### src/rtl/scan_arb_pkg.sv
// rtl/scan_arb_pkg.sv - shared types and defaults for the scan access arbiter
package scan_arb_pkg;

    typedef enum logic [1:0] {
        IDLE = 2'd0,
        WAIT = 2'd1,
        DONE = 2'd2
    } state_e;

    localparam int          DEF_AW          = 14;
    localparam int          DEF_DW          = 32;
    localparam int          DEF_TIMEOUT_CYC = 255;
    localparam logic [31:0] DEF_ERR_DATA    = 32'hDEAD_BEEF;

    // Wide enough to hold TIMEOUT_CYC itself so the counter can saturate.
    function automatic int cnt_width(input int timeout_cyc);
        return $clog2(timeout_cyc + 1);
    endfunction

endpackage

### src/rtl/rr_pick.sv
// rtl/rr_pick.sv - combinational round-robin picker, first set bit from ptr upward
module rr_pick #(
    parameter int NREQ = 2,
    parameter int IW   = 1
) (
    input  logic [NREQ-1:0] req,
    input  logic [IW-1:0]   ptr,
    output logic [NREQ-1:0] gnt,
    output logic [IW-1:0]   idx
);

    logic found;
    int   j;

    always_comb begin
        gnt   = '0;
        idx   = '0;
        found = 1'b0;
        j     = 0;
        for (int k = 0; k < NREQ; k++) begin
            j = int'(ptr) + k;
            if (j >= NREQ) begin
                j = j - NREQ;
            end
            if (!found && req[j]) begin
                found  = 1'b1;
                gnt[j] = 1'b1;
                idx    = IW'(j);
            end
        end
    end

endmodule

### src/rtl/scan_req_arb.sv
// rtl/scan_req_arb.sv - round-robin arbiter sharing the mem_reg_mux scan port
module scan_req_arb
    import scan_arb_pkg::*;
#(
    parameter int              NREQ        = 2,
    parameter int              AW          = DEF_AW,
    parameter int              DW          = DEF_DW,
    parameter int              TIMEOUT_CYC = DEF_TIMEOUT_CYC,
    parameter logic [DW-1:0]   ERR_DATA    = DW'(DEF_ERR_DATA)
) (
    input  logic               clk,
    input  logic               rst_n,
    input  logic [NREQ-1:0]    req_valid,
    input  logic [NREQ-1:0]    req_wr,
    input  logic [NREQ*AW-1:0] req_addr,
    input  logic [NREQ*DW-1:0] req_wdata,
    output logic [NREQ-1:0]    req_done,
    output logic               req_err,
    output logic [DW-1:0]      req_rdata,
    output logic               scan_wen,
    output logic               scan_ren,
    output logic [AW-1:0]      scan_addr,
    output logic [DW-1:0]      scan_wdata,
    input  logic [DW-1:0]      scan_rdata,
    input  logic               scan_ready,
    output logic               busy
);

    localparam int IW = (NREQ > 1) ? $clog2(NREQ) : 1;
    localparam int CW = cnt_width(TIMEOUT_CYC);

    state_e            state_q, state_d;
    logic [IW-1:0]     rr_ptr_q, rr_ptr_d;
    logic [IW-1:0]     win_q, win_d;
    logic [CW-1:0]     cnt_q, cnt_d;
    logic [NREQ-1:0]   req_done_q, req_done_d;
    logic              req_err_q, req_err_d;
    logic [DW-1:0]     req_rdata_q, req_rdata_d;
    logic              scan_wen_q, scan_wen_d;
    logic              scan_ren_q, scan_ren_d;
    logic [AW-1:0]     scan_addr_q, scan_addr_d;
    logic [DW-1:0]     scan_wdata_q, scan_wdata_d;

    logic [NREQ-1:0]   pick_gnt;
    logic [IW-1:0]     pick_idx;
    logic              pick_any;
    logic              pick_wr;

    rr_pick #(
        .NREQ (NREQ),
        .IW   (IW)
    ) u_rr_pick (
        .req (req_valid),
        .ptr (rr_ptr_q),
        .gnt (pick_gnt),
        .idx (pick_idx)
    );

    assign pick_any = |pick_gnt;
    assign pick_wr  = |(pick_gnt & req_wr);

    always_comb begin
        state_d      = state_q;
        rr_ptr_d     = rr_ptr_q;
        win_d        = win_q;
        cnt_d        = cnt_q;
        req_done_d   = '0;
        req_err_d    = req_err_q;
        req_rdata_d  = req_rdata_q;
        scan_wen_d   = 1'b0;
        scan_ren_d   = 1'b0;
        scan_addr_d  = scan_addr_q;
        scan_wdata_d = scan_wdata_q;

        case (state_q)
            IDLE: begin
                // scan_ready is deliberately ignored here so stray pulses vanish.
                if (pick_any) begin
                    win_d        = pick_idx;
                    scan_wen_d   = pick_wr;
                    scan_ren_d   = !pick_wr;
                    scan_addr_d  = req_addr[int'(pick_idx)*AW +: AW];
                    scan_wdata_d = req_wdata[int'(pick_idx)*DW +: DW];
                    cnt_d        = '0;
                    state_d      = WAIT;
                end
            end
            WAIT: begin
                if (scan_ready) begin
                    req_rdata_d = scan_rdata;
                    req_err_d   = 1'b0;
                    req_done_d  = NREQ'(1) << win_q;
                    state_d     = DONE;
                end else if (cnt_q == CW'(TIMEOUT_CYC - 1)) begin
                    req_rdata_d = ERR_DATA;
                    req_err_d   = 1'b1;
                    req_done_d  = NREQ'(1) << win_q;
                    state_d     = DONE;
                end else if (cnt_q != {CW{1'b1}}) begin
                    cnt_d = cnt_q + 1'b1;
                end
            end
            DONE: begin
                rr_ptr_d     = (int'(win_q) == NREQ - 1) ? '0 : win_q + 1'b1;
                scan_addr_d  = '0;
                scan_wdata_d = '0;
                state_d      = IDLE;
            end
            default: begin
                state_d = IDLE;
            end
        endcase
    end

    always_ff @(posedge clk or negedge rst_n) begin
        if (!rst_n) begin
            state_q      <= IDLE;
            rr_ptr_q     <= '0;
            win_q        <= '0;
            cnt_q        <= '0;
            req_done_q   <= '0;
            req_err_q    <= 1'b0;
            req_rdata_q  <= '0;
            scan_wen_q   <= 1'b0;
            scan_ren_q   <= 1'b0;
            scan_addr_q  <= '0;
            scan_wdata_q <= '0;
        end else begin
            state_q      <= state_d;
            rr_ptr_q     <= rr_ptr_d;
            win_q        <= win_d;
            cnt_q        <= cnt_d;
            req_done_q   <= req_done_d;
            req_err_q    <= req_err_d;
            req_rdata_q  <= req_rdata_d;
            scan_wen_q   <= scan_wen_d;
            scan_ren_q   <= scan_ren_d;
            scan_addr_q  <= scan_addr_d;
            scan_wdata_q <= scan_wdata_d;
        end
    end

    assign req_done   = req_done_q;
    assign req_err    = req_err_q;
    assign req_rdata  = req_rdata_q;
    assign scan_wen   = scan_wen_q;
    assign scan_ren   = scan_ren_q;
    assign scan_addr  = scan_addr_q;
    assign scan_wdata = scan_wdata_q;
    assign busy       = (state_q != IDLE);

endmodule

### config.mk
export PLATFORM = sky130hd
export DESIGN_NAME = scan_req_arb
export DESIGN_NICKNAME = d
export VERILOG_FILES = /design/src/rtl/scan_arb_pkg.sv /design/src/rtl/rr_pick.sv /design/src/rtl/scan_req_arb.sv
export SDC_FILE = /design/constraint.sdc
export NUM_CORES = 1
export LEC_CHECK = 0
export BUFFER_PORTS_ARGS = -buffer_cell sky130_fd_sc_hd__buf_2
export CAP_MARGIN = 20
export CORE_MARGIN = 1.5
export CORE_UTILIZATION = 47
export CTS_BUF_LIST = sky130_fd_sc_hd__clkbuf_8
export DETAILED_ROUTE_END_ITERATION = 6
export PLACE_DENSITY = 0.81
export SLEW_MARGIN = 15
export SYNTH_ARGS = -nofsm -noshare
export SYNTH_HDL_FRONTEND = slang
export SYNTH_SLANG_ARGS = --single-unit
### constraint.sdc
create_clock -name clk -period 2.3 [get_ports clk]
set_input_delay 0.23 -clock clk [delete_from_list [all_inputs] [get_ports clk]]
set_output_delay 0.23 -clock clk [all_outputs]
set_load 0.05 [all_outputs]
---- Yosys cells after proc, flatten, opt, wreduce, memory -nomap -nowiden ----
Index checks and enable logic that the tools add are counted.
word-level totals
  bits in registers ....................... 95
  output and inout port bits .............. 84
operators by class
  multiply operators ...................... 1
  mux-type cells .......................... 42
  $add $sub $neg .......................... 5
  order comparisons ....................... 6
  shift operators ......................... 3
  reduce and logical (&&, ||, !) cells .... 17
  bitwise operators ....................... 2
  eq/ne operators ......................... 9
operators by type and width
  cell                                                                                  count
  32-bit 2-to-1 mux                                                                     5
  32-bit by 1-bit greater-or-equal comparator with 1-bit output, second input constant  2
  32-bit by 3-bit < comparator with 1-bit output, second input constant                 2
  32-bit case mux with 2 select lines                                                   1
  64-bit by 7-bit indexed part select with 32-bit output                                1
  32-bit by 3-bit greater-or-equal comparator with 1-bit output, second input constant  1
  8-bit 2-to-1 mux                                                                      4
  32-bit by 3-bit subtractor with 32-bit output, second input constant                  1
  14-bit case mux with 2 select lines                                                   1
  28-bit by 6-bit indexed part select with 14-bit output                                1
  1-bit 2-to-1 mux                                                                      18
  2-bit 2-to-1 mux                                                                      8
  8-bit case mux with 2 select lines                                                    1
  14-bit 2-to-1 mux                                                                     1
  8-bit by 1-bit adder with 8-bit output, second input constant                         1
  8-bit == test, second input constant                                                  1
  2-bit != test, second input constant                                                  4
  8-bit != test, second input constant                                                  1
  2-bit AND reduction                                                                   4
  2-bit nonzero test                                                                    4
  5-bit AND reduction                                                                   1
  1-bit by 3-bit multiplier with 4-bit output, second input constant                    1
  2-bit case mux with 2 select lines                                                    1
  2-bit OR reduction                                                                    2
  14 further kinds                                                                      18

---- Logic depth before layout (Yosys ltp) ----
Gate-level depths: netlist of the first run.
  depth after elaboration ................. 14
  depth in mapped cells ................... 8

---- Cells and area by module ----
A second synthesis of the first run with hierarchy kept.
unflattened totals
  cell total of the unflattened synthesis .. 362
  area, all modules ....................... 4,376.7 µm²
by module, submodules not included
  module        times used  cells an instance  sequential area each (µm²)  area each (µm²)
  scan_req_arb  1           358                2,377.3                     4,346.7
  rr_pick       1           4                  0.0                         30.0

---- Worst setup path before layout of the first run ----
No wires, ideal clock.
  path type ............................... reg2reg
  start point ............................. register cnt_q[0]
  end point ............................... register req_rdata_q[10] (netlist: req_rdata[10])
  data arrival time ....................... 1.578 ns
  path buffers ............................ 1
  required time ........................... 2.179 ns
  setup time .............................. 0.121 ns
  setup slack ............................. 0.601 ns
  cell stages (with the launch flop) ...... 9
  path through ............................ dfrtp_1 -> inv_1 -> ha_1 -> and3_4 -> and2_4 -> o21ai_4 -> inv_4 -> buf_6 -> o22a_1
between the ends
  cells in the longest elaborated chain, start to end .. 3
ends and longest elaborated chain
  item                           RTL line             source
  start, declared                scan_req_arb.sv:35   logic [CW-1:0] cnt_q, cnt_d;
  start signal, assigned         scan_req_arb.sv:132  cnt_q <= cnt_d;
  8-bit == test                  scan_req_arb.sv:94   end else if (cnt_q == CW'(TIMEOUT_CYC - 1)) begin
  2-bit nonzero test (no line)   --
  2-bit AND reduction (no line)  --
  end signal, assigned           scan_req_arb.sv:135  req_rdata_q <= req_rdata_d;
  end, declared                  scan_req_arb.sv:38   logic [DW-1:0] req_rdata_q, req_rdata_d;
No other way between the ends.
A chain may end at the register's enable or synchronous reset.

---- Final worst setup path of the first run ----
Same ends and word-level chain as after synthesis.

==> run summary, run 1 <==
TNS Setup -> 0 ns
Post-Layout Inst Area -> 0.00552 mm2
Status -> completed
Flip-flop and latch count after synthesis -> 95
Cell with the most instances after synthesis -> sky130_fd_sc_hd__dfrtp_1
Met2 track demand over resource -> 0.360
Synth area leader -> sky130_fd_sc_hd__dfrtp_1
Post-route ant nets -> 0
Reg-to-reg critical path startpoint -> cnt_q[0]
Die boundary width -> 97.1 um
Power density over the cells -> 1570 mW/mm2
Die Height -> 97.1 um
Largest cells by area after synthesis -> sky130_fd_sc_hd__dfrtp_1, sky130_fd_sc_hd__mux2i_1, sky130_fd_sc_hd__o22a_1
Summed instance area of the synthesized netlist -> 0.00417 mm2
Standard cell core area -> 0.00864 mm2
Final routed DRC violation total -> 0
Synthesized netlist net count -> 493
Relative max-transition margin -> 0.679
Share of synthesized area occupied by flip-flops and latches -> 0.571
CTS sink cnt -> 95
Post-layout nets -> 703
Period utilization -> 0.814
Final total power -> 0.00870 W
Launching element of the worst setup path -> cnt_q[0]
Routed wirelength normalized by instance count -> 14.9 um
Path class of the lowest-slack min-delay path -> primary input to register
Starting utilization of the core area -> 0.482
Reg-to-reg slack, setup -> 0.43 ns
Routed wire length -> 10200 um
Worst endpoint required time -> 2.54 ns
GR Overflow Total -> 0
Largest net degree at the start of global routing -> 60
Minimum clock period after layout -> 1.87 ns
Met3 demand-to-capacity share in global routing -> 0.0396
Maximum clock frequency -> 534 MHz
Leading post-synthesis cells by instance count -> sky130_fd_sc_hd__dfrtp_1, sky130_fd_sc_hd__nand2_1, sky130_fd_sc_hd__mux2i_1
Crit path capture type -> register
Worst-case reg-to-reg path depth -> 7
Most used flip-flop cell after synthesis -> sky130_fd_sc_hd__dfrtp_1
Number of flops mapped to enable cells by yosys -> 0
Count of max-cap constraint violations -> 0
Count of distinct cell types in the synthesized netlist -> 46
Clock latency on the worst-skew pair -> 0.36 ns
Worst Clk Skew -> 0.0139 ns
Peak fanout along the critical path -> 27
All-layer global routing usage -> 0.217
RSZ-0062 raised after global routing -> false
Std cell rows -> 34
Area of the die -> 0.00944 mm2
Final estimated routing congestion in global placement -> 0.848
RR Endpoint -> req_rdata[10]
Global-route layer with the greatest usage -> met2
Wire length of the first global-routing pass -> 16700 um
Met1 track utilization from global routing -> 0.282
Via count of the first global-routing pass -> 3480
Hold Crit Start -> scan_rdata[1]
First-pass DRT Iterations -> 4
CTS tree -> done
Initial antenna violation count -> 0
Share of cells above drive strength 1 -> 0.430
Cells resized by post-CTS repair -> 0
Data arrival time of the critical path -> 2.12 ns
Cell area reported after detailed placement -> 0.00532 mm2
Worst slew pin tran -> 0.482 ns
Final number of setup-violating endpoints -> 0
Post-Synthesis Cells -> 360
Number of clock buffers inserted by TritonCTS -> 9
Warnings from Yosys -> 0
Leakage power of the design -> 2.96 nW
Layout-stage area growth over the synthesis result -> 32.6%
Clock Tree Root -> sky130_fd_sc_hd__clkbuf_8
Final Max Slew Viols -> 0
Worst voltage drop across the vdd grid -> 1.07 mV
CTS H-tree lvls -> 3
Initial detailed-routing violation count -> 93
Capturing element of the worst setup path -> req_rdata[10]
Synthesized area per cell -> 11.6 um2
Top cell type's share of synthesized area -> 0.571
Launching element type of the critical path -> register
Clk pin slew, worst setup/hold paths -> 0.10 ns
Hold Vio Cnt, Final -> 0
Number of port buffers -> 214
DR vias -> 3571
Final antenna diode count -> 0
Number of placed I/O pins -> 215
Maximum number of buffers from clock root to sink -> 2
Share of synthesized registers carrying an async set or reset -> 1.00
HPWL reported at the end of detailed placement -> 7650 um
Via-to-Cell Ratio -> 5.23
Critical path class -> register to register
-- critical path, cell delays in order, from the launching register on --
cell and delay, ns:
sky130_fd_sc_hd__dfrtp_1 0.39, sky130_fd_sc_hd__inv_1 0.08, sky130_fd_sc_hd__ha_1 0.22, sky130_fd_sc_hd__and3_4 0.19, sky130_fd_sc_hd__and2_4 0.17, sky130_fd_sc_hd__o21ai_4 0.28, sky130_fd_sc_hd__inv_4 0.18, sky130_fd_sc_hd__o22a_1 0.25
-- worst min-delay path by stage --
| stage | slack, ns | cells after the start | end |
|---|---|---|---|
| after floorplan | -0.07 | 0 | cnt_q[0] |
| after global placement | 0.22 | 1 | scan_wdata[8] |
| after detailed placement | 0.23 | 1 | scan_wdata[8] |
| after CTS | 0.06 | 2 | req_rdata[1] |
| after global routing | 0.06 | 2 | req_rdata[3] |
| final | 0.07 | 2 | req_rdata[1] |
-- where the power goes --
group	internal, W	leakage, nW	switching (W)	total [W]
registers	0.00239	1.16	0.000410	0.00280
logic	0.00121	1.70	0.00362	0.00483
clock network	0.000426	0.102	0.000635	0.00106
total	0.00403	2.96	0.00467	0.00870
-- routing by layer --
| layer | vias up | part of all wire |
|---|---|---|
| li1 | 1712 | - |
| met1 | 1709 | 0.42 |
| met2 | 126 | 0.50 |
| met3 | 24 | 0.058 |
| met4 | 0 | 0.025 |
| met5 | - | 0 |
-- through the flow --
stage,std cells,hold slack (ns),util,worst slack (ns)
final,683,0.0689,0.640,0.428
after global routing,683,0.0553,0.640,0.326
after CTS,683,0.0566,0.640,0.430
after detailed placement,666,0.228,0.615,0.440
after global placement,666,0.218,0.615,0.537
after floorplan,360,-0.0656,-,0.601
-- cells in the final DEF, fill, tap and decap left out, types with 4 or more instances in the layout --
cell	instances
sky130_fd_sc_hd__a22o_1	9
sky130_fd_sc_hd__and2_1	4
sky130_fd_sc_hd__buf_2	213
sky130_fd_sc_hd__clkbuf_8	9
sky130_fd_sc_hd__dfrtp_1	95
sky130_fd_sc_hd__mux2i_1	46
sky130_fd_sc_hd__nand2_1	52
sky130_fd_sc_hd__nand3_1	4
sky130_fd_sc_hd__nor2_1	5
sky130_fd_sc_hd__nor3_1	5
sky130_fd_sc_hd__o21ai_0	40
sky130_fd_sc_hd__o21ai_1	11
sky130_fd_sc_hd__o22a_1	25
-- logic make-up after synthesis --
kind of cell | Yosys count | share of synthesized area
adders and majority gates | 2 | 0.00601
DFF | 95 | 0.571
and+or+nand+nor | 88 | 0.101
muxes | 47 | 0.113
buffers and inverters | 25 | 0.0381
AOI/OAI and AO/OA | 103 | 0.171
-- repair_timing --
action / 4_1_cts / 5_1_grt
hold buffers: 1 / 0
endpoints found under the setup margin: 0 / 0
setup buffers: 0 / 0
endpoints found under the hold margin: 36 / 0
-- state kept, by name, indices dropped and copies added, names as in the netlist --
signal      count
cnt_q           8
req_rdata      32
scan_ren        1
req_err         1
scan_addr      14
win_q           1
state_q         2
scan_wen        1
rr_ptr_q        1
scan_wdata     32
req_done        2
-- layout make-up --
cell class | count | area [um2]
Fill cell | 701 | 3110
Sequential cell | 95 | 2380
Multi-Input combinational cell | 240 | 1640
Timing Repair Buffer | 220 | 1160
Tap cell | 108 | 135
Clock buffer | 9 | 124
Clock inverter | 7 | 75.1
Inverter | 4 | 17.5
No activity file was read; power rests on OpenSTA's default activity.
==> run 2: changes to the inputs <==
==> constraint.sdc (replaced) <==
create_clock -name clk -period 1.94 [get_ports clk]
set_input_delay 0.194 -clock clk [delete_from_list [all_inputs] [get_ports clk]]
set_output_delay 0.194 -clock clk [all_outputs]
set_load 0.05 [all_outputs]
==> run summary, run 2 (synthesis results as in run 1) <==
Share of cells above drive strength 1 -> 0.437 (+0.00783)
Hold Vio Cnt, Final -> 0 (unchanged)
Share of the core filled with cells in the final layout -> 0.646 (+0.00666)
Via count of the first global-routing pass -> 3616 (+3.9%)
Period utilization -> 0.928 (+0.114)
Launching element of the worst setup path -> cnt_q[0]
CTS sink cnt -> 95 (unchanged)
Worst voltage drop across the vdd grid -> 1.48 mV (+38%)
TNS Setup -> 0 ns (unchanged)
Worst slew pin tran -> 0.549 ns (+0.0676 ns)
Peak fanout along the critical path -> 8 (-70%)
Crit path capture type -> register
Die boundary width -> 97.1 um (unchanged)
Reg-to-reg slack, setup -> 0.14 ns (-0.29 ns)
Critical path class -> register to register
Reg-to-reg critical path startpoint -> cnt_q[0]
All-layer global routing usage -> 0.220 (+0.00327)
Most common cell after layout, fill and taps aside -> sky130_fd_sc_hd__buf_2
Relative max-transition margin -> 0.632 (-0.0465)
Leakage power of the design -> 2.99 nW (+1.1%)
Minimum clock period after layout -> 1.80 ns (-0.0719 ns)
Power density over the cells -> 1860 mW/mm2 (+18%)
Data arrival time of the critical path -> 2.03 ns (-0.09 ns)
Initial antenna violation count -> 0 (unchanged)
Via-to-Cell Ratio -> 5.23 (about the same)
Routed wire length -> 10500 um (+2.6%)
Highest-count cells in the layout ignoring fill and taps -> sky130_fd_sc_hd__buf_2, sky130_fd_sc_hd__dfrtp_1, sky130_fd_sc_hd__nand2_1, sky130_fd_sc_hd__mux2i_1, sky130_fd_sc_hd__o21ai_0
Post-route ant nets -> 0 (unchanged)
RR Endpoint -> cnt_q[6]
Standard cell core area -> 0.00864 mm2 (unchanged)
Initial detailed-routing violation count -> 93 (unchanged)
HPWL reported at the end of detailed placement -> 8060 um (+5.4%)
Layout-stage area growth over the synthesis result -> 34.0%
Worst-case reg-to-reg path depth -> 5 (-2)
Routed wirelength normalized by instance count -> 15.2 um (+1.4%)
Post-layout nets -> 712 (+1.3%)
Highest cell delay on the worst timing path -> 0.42 ns (+0.03 ns)
Number of placed I/O pins -> 215 (unchanged)
Launching element type of the critical path -> register
Status -> completed
Number of clock buffers inserted by TritonCTS -> 9 (unchanged)
CTS tree -> done
Clock Tree Root -> sky130_fd_sc_hd__clkbuf_8
RSZ-0062 raised after global routing -> false
Post-Layout Inst Area -> 0.00558 mm2 (+1.0%)
Worst endpoint required time -> 2.17 ns (-0.37 ns)
Starting utilization of the core area -> 0.482 (unchanged)
Smallest hold slack -> 0.0406 ns (-0.0283 ns)
Cell area reported after detailed placement -> 0.00537 mm2 (+1.0%)
CTS H-tree lvls -> 3 (unchanged)
GR Overflow Total -> 0 (unchanged)
Path class of the lowest-slack min-delay path -> primary input to register
Worst Clk Skew -> 0.0162 ns (+0.00230 ns)
Number of buffers inserted by post-CTS setup repair -> 0 (unchanged)
Maximum clock frequency -> 556 MHz (+4.0%)
Wire length of the first global-routing pass -> 16700 um (+0.21%)
DR vias -> 3616 (+1.3%)
Filler cells -> 709 (+1.1%)
Critical path, cell by cell -> ha_1 -> and4_4 -> a211oi_4 -> o21ai_2 -> a221o_1
Clk pin slew, worst setup/hold paths -> 0.10 ns (about the same)
Maximum number of buffers from clock root to sink -> 2 (unchanged)
Std cell rows -> 34 (unchanged)
First-pass DRT Iterations -> 4 (unchanged)
Final estimated routing congestion in global placement -> 0.891 (+5.1%)
Count of max-cap constraint violations -> 0 (unchanged)
Capturing element of the worst setup path -> cnt_q[6]
Final routed DRC violation total -> 0 (unchanged)
Final Max Slew Viols -> 0 (unchanged)
Die Height -> 97.1 um (unchanged)
Final number of setup-violating endpoints -> 0 (unchanged)
Final antenna diode count -> 0 (unchanged)
Area of the die -> 0.00944 mm2 (unchanged)
Clock latency on the worst-skew pair -> 0.35 ns (about the same)
Number of port buffers -> 214 (unchanged)
Slowest cell on the critical path -> sky130_fd_sc_hd__dfrtp_1
Largest net degree at the start of global routing -> 57 (-5.0%)
## run 2: cell types whose count changed in the layout (fill, tap and decap cells not counted)
cell	previous run	this run
sky130_fd_sc_hd__or2_2	1	0
sky130_fd_sc_hd__or2_4	0	1
sky130_fd_sc_hd__clkinv_4	1	0
sky130_fd_sc_hd__clkinv_8	2	0
sky130_fd_sc_hd__buf_12	3	2
sky130_fd_sc_hd__inv_6	2	3
sky130_fd_sc_hd__buf_4	3	13
sky130_fd_sc_hd__bufinv_16	0	1
sky130_fd_sc_hd__clkinv_2	1	0
sky130_fd_sc_hd__clkinvlp_4	0	1
## run 2: metrics by stage
stage | setup slack, ns | instances | power (W)
3_3_place_gp | 0.229 | 675 | 0.00899
3_5_place_dp | 0.149 | 675 | 0.00915
6_report | 0.140 | 691 | 0.0104
5_1_grt | 0.0555 | 691 | 0.0109
2_1_floorplan | 0.241 | 360 | 0.00770
4_1_cts | 0.143 | 691 | 0.0105
## run 2: power by group
part,switching (W),internal (W),leakage (nW)
Sequential,0.000484,0.00284,1.16
Combinational,0.00431,0.00145,1.73
Clock,0.000693,0.000612,0.0986
Total,0.00549,0.00490,2.99
## run 2: per-layer routing
layer  share of wire  GRT usage  vias to the layer above
met5               0          0                        -
met4           0.029     0.0847                        0
met3           0.063     0.0633                       26
met2            0.51      0.383                      147
met1            0.40      0.258                     1714
li1                -          -                     1729
## run 2: how the worst min path moves through the flow
stage / end / cells past startpoint / start
4_1_cts: req_rdata[15] / 2 / scan_rdata[15]
6_report: req_rdata[15] / 2 / scan_rdata[15]
5_1_grt: req_rdata[13] / 2 / scan_rdata[13]
3_3_place_gp: scan_addr[7] / 1 / rst_n
3_5_place_dp: scan_addr[7] / 1 / rst_n
2_1_floorplan: cnt_q[0] / 0 / rst_n
## run 2: what timing repair did
action / CTS / global route
hold buffers: 1 / 0
setup endpoints to repair: 0 / 4
hold endpoints to repair: 39 / 0
resized for setup: 0 / 1
## run 2: cell type report
class	count	area (um2)	area share
timing repair buffer	229	1210	0.217
sequential	95	2380	0.426
multi-input combinational	240	1640	0.294
tap	108	135	0.0242
inverter	4	17.5	0.00314
clock inverter	6	75.1	0.0134
clock buffer	9	124	0.0222
## run 2: critical path, delay by kind of cell (launching register included)
family | cells | cell delay (ns)
DFF | 1 | 0.42
AOI/OAI and AO/OA | 3 | 0.82
adders and majority gates | 1 | 0.25
and+or+nand+nor | 1 | 0.20
==> run 3: changes to the inputs <==
==> constraint.sdc (replaced) <==
create_clock -name clk -period 1.9 [get_ports clk]
set_input_delay 0.19 -clock clk [delete_from_list [all_inputs] [get_ports clk]]
set_output_delay 0.19 -clock clk [all_outputs]
set_load 0.05 [all_outputs]
==> run summary, run 3 (synthesis results as in run 1) <==
Status -> completed
Die boundary width -> 97.1 um (unchanged)
Count of max-cap constraint violations -> 0 (unchanged)
Leakage power of the design -> 2.97 nW (-0.98%)
Std cell rows -> 34 (unchanged)
Number of buffers inserted by post-CTS setup repair -> 0 (unchanged)
Launching element of the worst setup path -> cnt_q[1]
Worst slew pin tran -> 0.502 ns (-0.0470 ns)
Clock latency on the worst-skew pair -> 0.36 ns (about the same)
Die Height -> 97.1 um (unchanged)
Number of clock buffers inserted by TritonCTS -> 9 (unchanged)
Final routed DRC violation total -> 0 (unchanged)
Worst voltage drop across the vdd grid -> 1.48 mV (-0.17%)
Clk pin slew, worst setup/hold paths -> 0.11 ns (about the same)
Number of placed I/O pins -> 215 (unchanged)
Relative max-transition margin -> 0.665 (+0.0327)
Number of port buffers -> 214 (unchanged)
RSZ-0062 raised after global routing -> false
Placed instance count -> 666 (-1.3%)
Critical path class -> register to register
Initial detailed-routing violation count -> 95 (+2.2%)
Reg-to-reg critical path startpoint -> cnt_q[1]
Worst Setup Slack, final -> 0.0979 ns (-0.0422 ns)
HPWL reported at the end of detailed placement -> 7580 um (-6.0%)
Net switching power of the design -> 0.00566 W (+3.2%)
Maximum number of buffers from clock root to sink -> 2 (unchanged)
Slowest cell on the critical path -> sky130_fd_sc_hd__dfrtp_1
Highest-count cells in the layout ignoring fill and taps -> sky130_fd_sc_hd__buf_2, sky130_fd_sc_hd__dfrtp_1, sky130_fd_sc_hd__nand2_1, sky130_fd_sc_hd__mux2i_1, sky130_fd_sc_hd__o21ai_0
Starting utilization of the core area -> 0.482 (unchanged)
Filler cells -> 692 (-2.4%)
Critical path, cell by cell -> ha_1 -> and4_4 -> a211oi_4 -> o21ai_2 -> a221o_1
All-layer global routing usage -> 0.216 (-0.00398)
GR Overflow Total -> 0 (unchanged)
Register share of total power -> 0.318 (-0.002)
Final estimated routing congestion in global placement -> 0.888 (-0.35%)
Initial antenna violation count -> 0 (unchanged)
CTS tree -> done
Peak fanout along the critical path -> 8 (unchanged)
Area of the die -> 0.00944 mm2 (unchanged)
Highest cell delay on the worst timing path -> 0.43 ns (about the same)
Via-to-Cell Ratio -> 5.22 (-0.26%)
Final number of setup-violating endpoints -> 0 (unchanged)
Path class of the lowest-slack min-delay path -> primary input to register
Post-layout nets -> 703 (-1.3%)
Storage cell area -> 0.00238 mm2 (unchanged)
Routed wire length -> 10300 um (-1.4%)
Share of cells above drive strength 1 -> 0.430 (-0.00783)
Maximum clock frequency -> 555 MHz (-0.12%)
Clock Tree Root -> sky130_fd_sc_hd__clkbuf_8
Final instance count without filler cells -> 683 (-1.2%)
Area of the multi-input gates -> 0.00164 mm2 (unchanged)
Hold Crit Start -> scan_rdata[15]
Via count of the first global-routing pass -> 3500 (-3.2%)
Final Max Slew Viols -> 0 (unchanged)
Wire length of the first global-routing pass -> 16600 um (-0.78%)
Routed wirelength normalized by instance count -> 15.1 um (-0.29%)
Final antenna diode count -> 0 (unchanged)
Worst endpoint required time -> 2.14 ns (-0.03 ns)
Data arrival time of the critical path -> 2.04 ns (about the same)
Standard cell core area -> 0.00864 mm2 (unchanged)
Most common cell after layout, fill and taps aside -> sky130_fd_sc_hd__buf_2
Hold Vio Cnt, Final -> 0 (unchanged)
Layout-stage area growth over the synthesis result -> 32.9%
Switching share of power -> 0.532 (+0.00339)
CTS sink cnt -> 95 (unchanged)
TNS Setup -> 0 ns (unchanged)
Internal Dissipation -> 0.00498 W (+1.8%)
Period utilization -> 0.948 (+0.0207)
Largest net degree at the start of global routing -> 96 (+68%)
Launching element type of the critical path -> register
Portion of total power attributed to combinational logic -> 0.549 (-0.005)
Relative contribution of the clock network to total power -> 0.133 (+0.007)
First-pass DRT Iterations -> 4 (unchanged)
CTS H-tree lvls -> 3 (unchanged)
Power density over the cells -> 1920 mW/mm2 (+3.4%)
DR vias -> 3565 (-1.4%)
Crit path capture type -> register
Worst Clk Skew -> 0.0231 ns (+0.00695 ns)
Worst setup slack before clock tree synthesis -> 0.116 ns (-0.0330 ns)
Minimum clock period after layout -> 1.80 ns (+0.00219 ns)
Post-route ant nets -> 0 (unchanged)
run 3: worst paths after layout:
| kind | endpoint | slack [ns] | cells after the start |
|---|---|---|---|
| min in group asynchronous | scan_addr[7] | 0.41 | 3 |
| min | req_rdata[15] | 0.03 | 2 |
| max reg2reg | cnt_q[6] | 0.1 | 5 |
| min reg2reg | scan_wdata[22] | 0.48 | 2 |
| max | cnt_q[6] | 0.1 | 5 |
| max in group asynchronous | req_rdata[22] | 1.09 | 3 |
run 3: per-layer routing:
layer / up-vias / track usage / share of wire / wire length [um]
li1: 1720 / - / - / -
met1: 1669 / 0.266 / 0.41 / 4230
met2: 149 / 0.367 / 0.50 / 5160
met3: 27 / 0.0439 / 0.058 / 601
met4: 0 / 0.100 / 0.031 / 323
met5: - / 0 / 0 / 0
run 3: cell type report:
cell class / instances / share of cell area
Inverter: 4 / 0.00317
Tap cell: 108 / 0.0244
Clock inverter: 7 / 0.0172
Sequential cell: 95 / 0.430
Clock buffer: 9 / 0.0224
Timing Repair Buffer: 220 / 0.207
Multi-Input combinational cell: 240 / 0.296
run 3: worst max-delay path, delay by kind of cell (launching register included):
family / cells / cell delay, ns
DFF: 1 / 0.43
AOI/OAI and AO/OA: 3 / 0.82
adders and majority gates: 1 / 0.25
and+or+nand+nor: 1 / 0.19
run 3: timing repair:
action | 4_1_cts | 5_1_grt
endpoints found under the hold margin | 95 | 0
hold buffers | 1 | 0
endpoints found under the setup margin | 0 | 29
gates resized for setup | 0 | 1
run 3: power by group through the flow:
stage	combinational, W	sequential [W]	clock (W)
2_1_floorplan	0.00162	0.00624	0
3_3_place_gp	0.00575	0.00338	0
3_5_place_dp	0.00588	0.00342	0
4_1_cts	0.00587	0.00339	0.00145
5_1_grt	0.00613	0.00351	0.00153
6_report	0.00584	0.00339	0.00142
run 3: through the flow:
stage | util | area, um2 | power (W) | hold slack (ns)
3_3_place_gp | 0.614 | 5300 | 0.00913 | 0.268
5_1_grt | 0.641 | 5530 | 0.0112 | 0.0144
6_report | 0.641 | 5530 | 0.0106 | 0.0306
2_1_floorplan | - | 4170 | 0.00787 | -0.106
4_1_cts | 0.641 | 5530 | 0.0107 | 0.0129
3_5_place_dp | 0.614 | 5300 | 0.00930 | 0.275
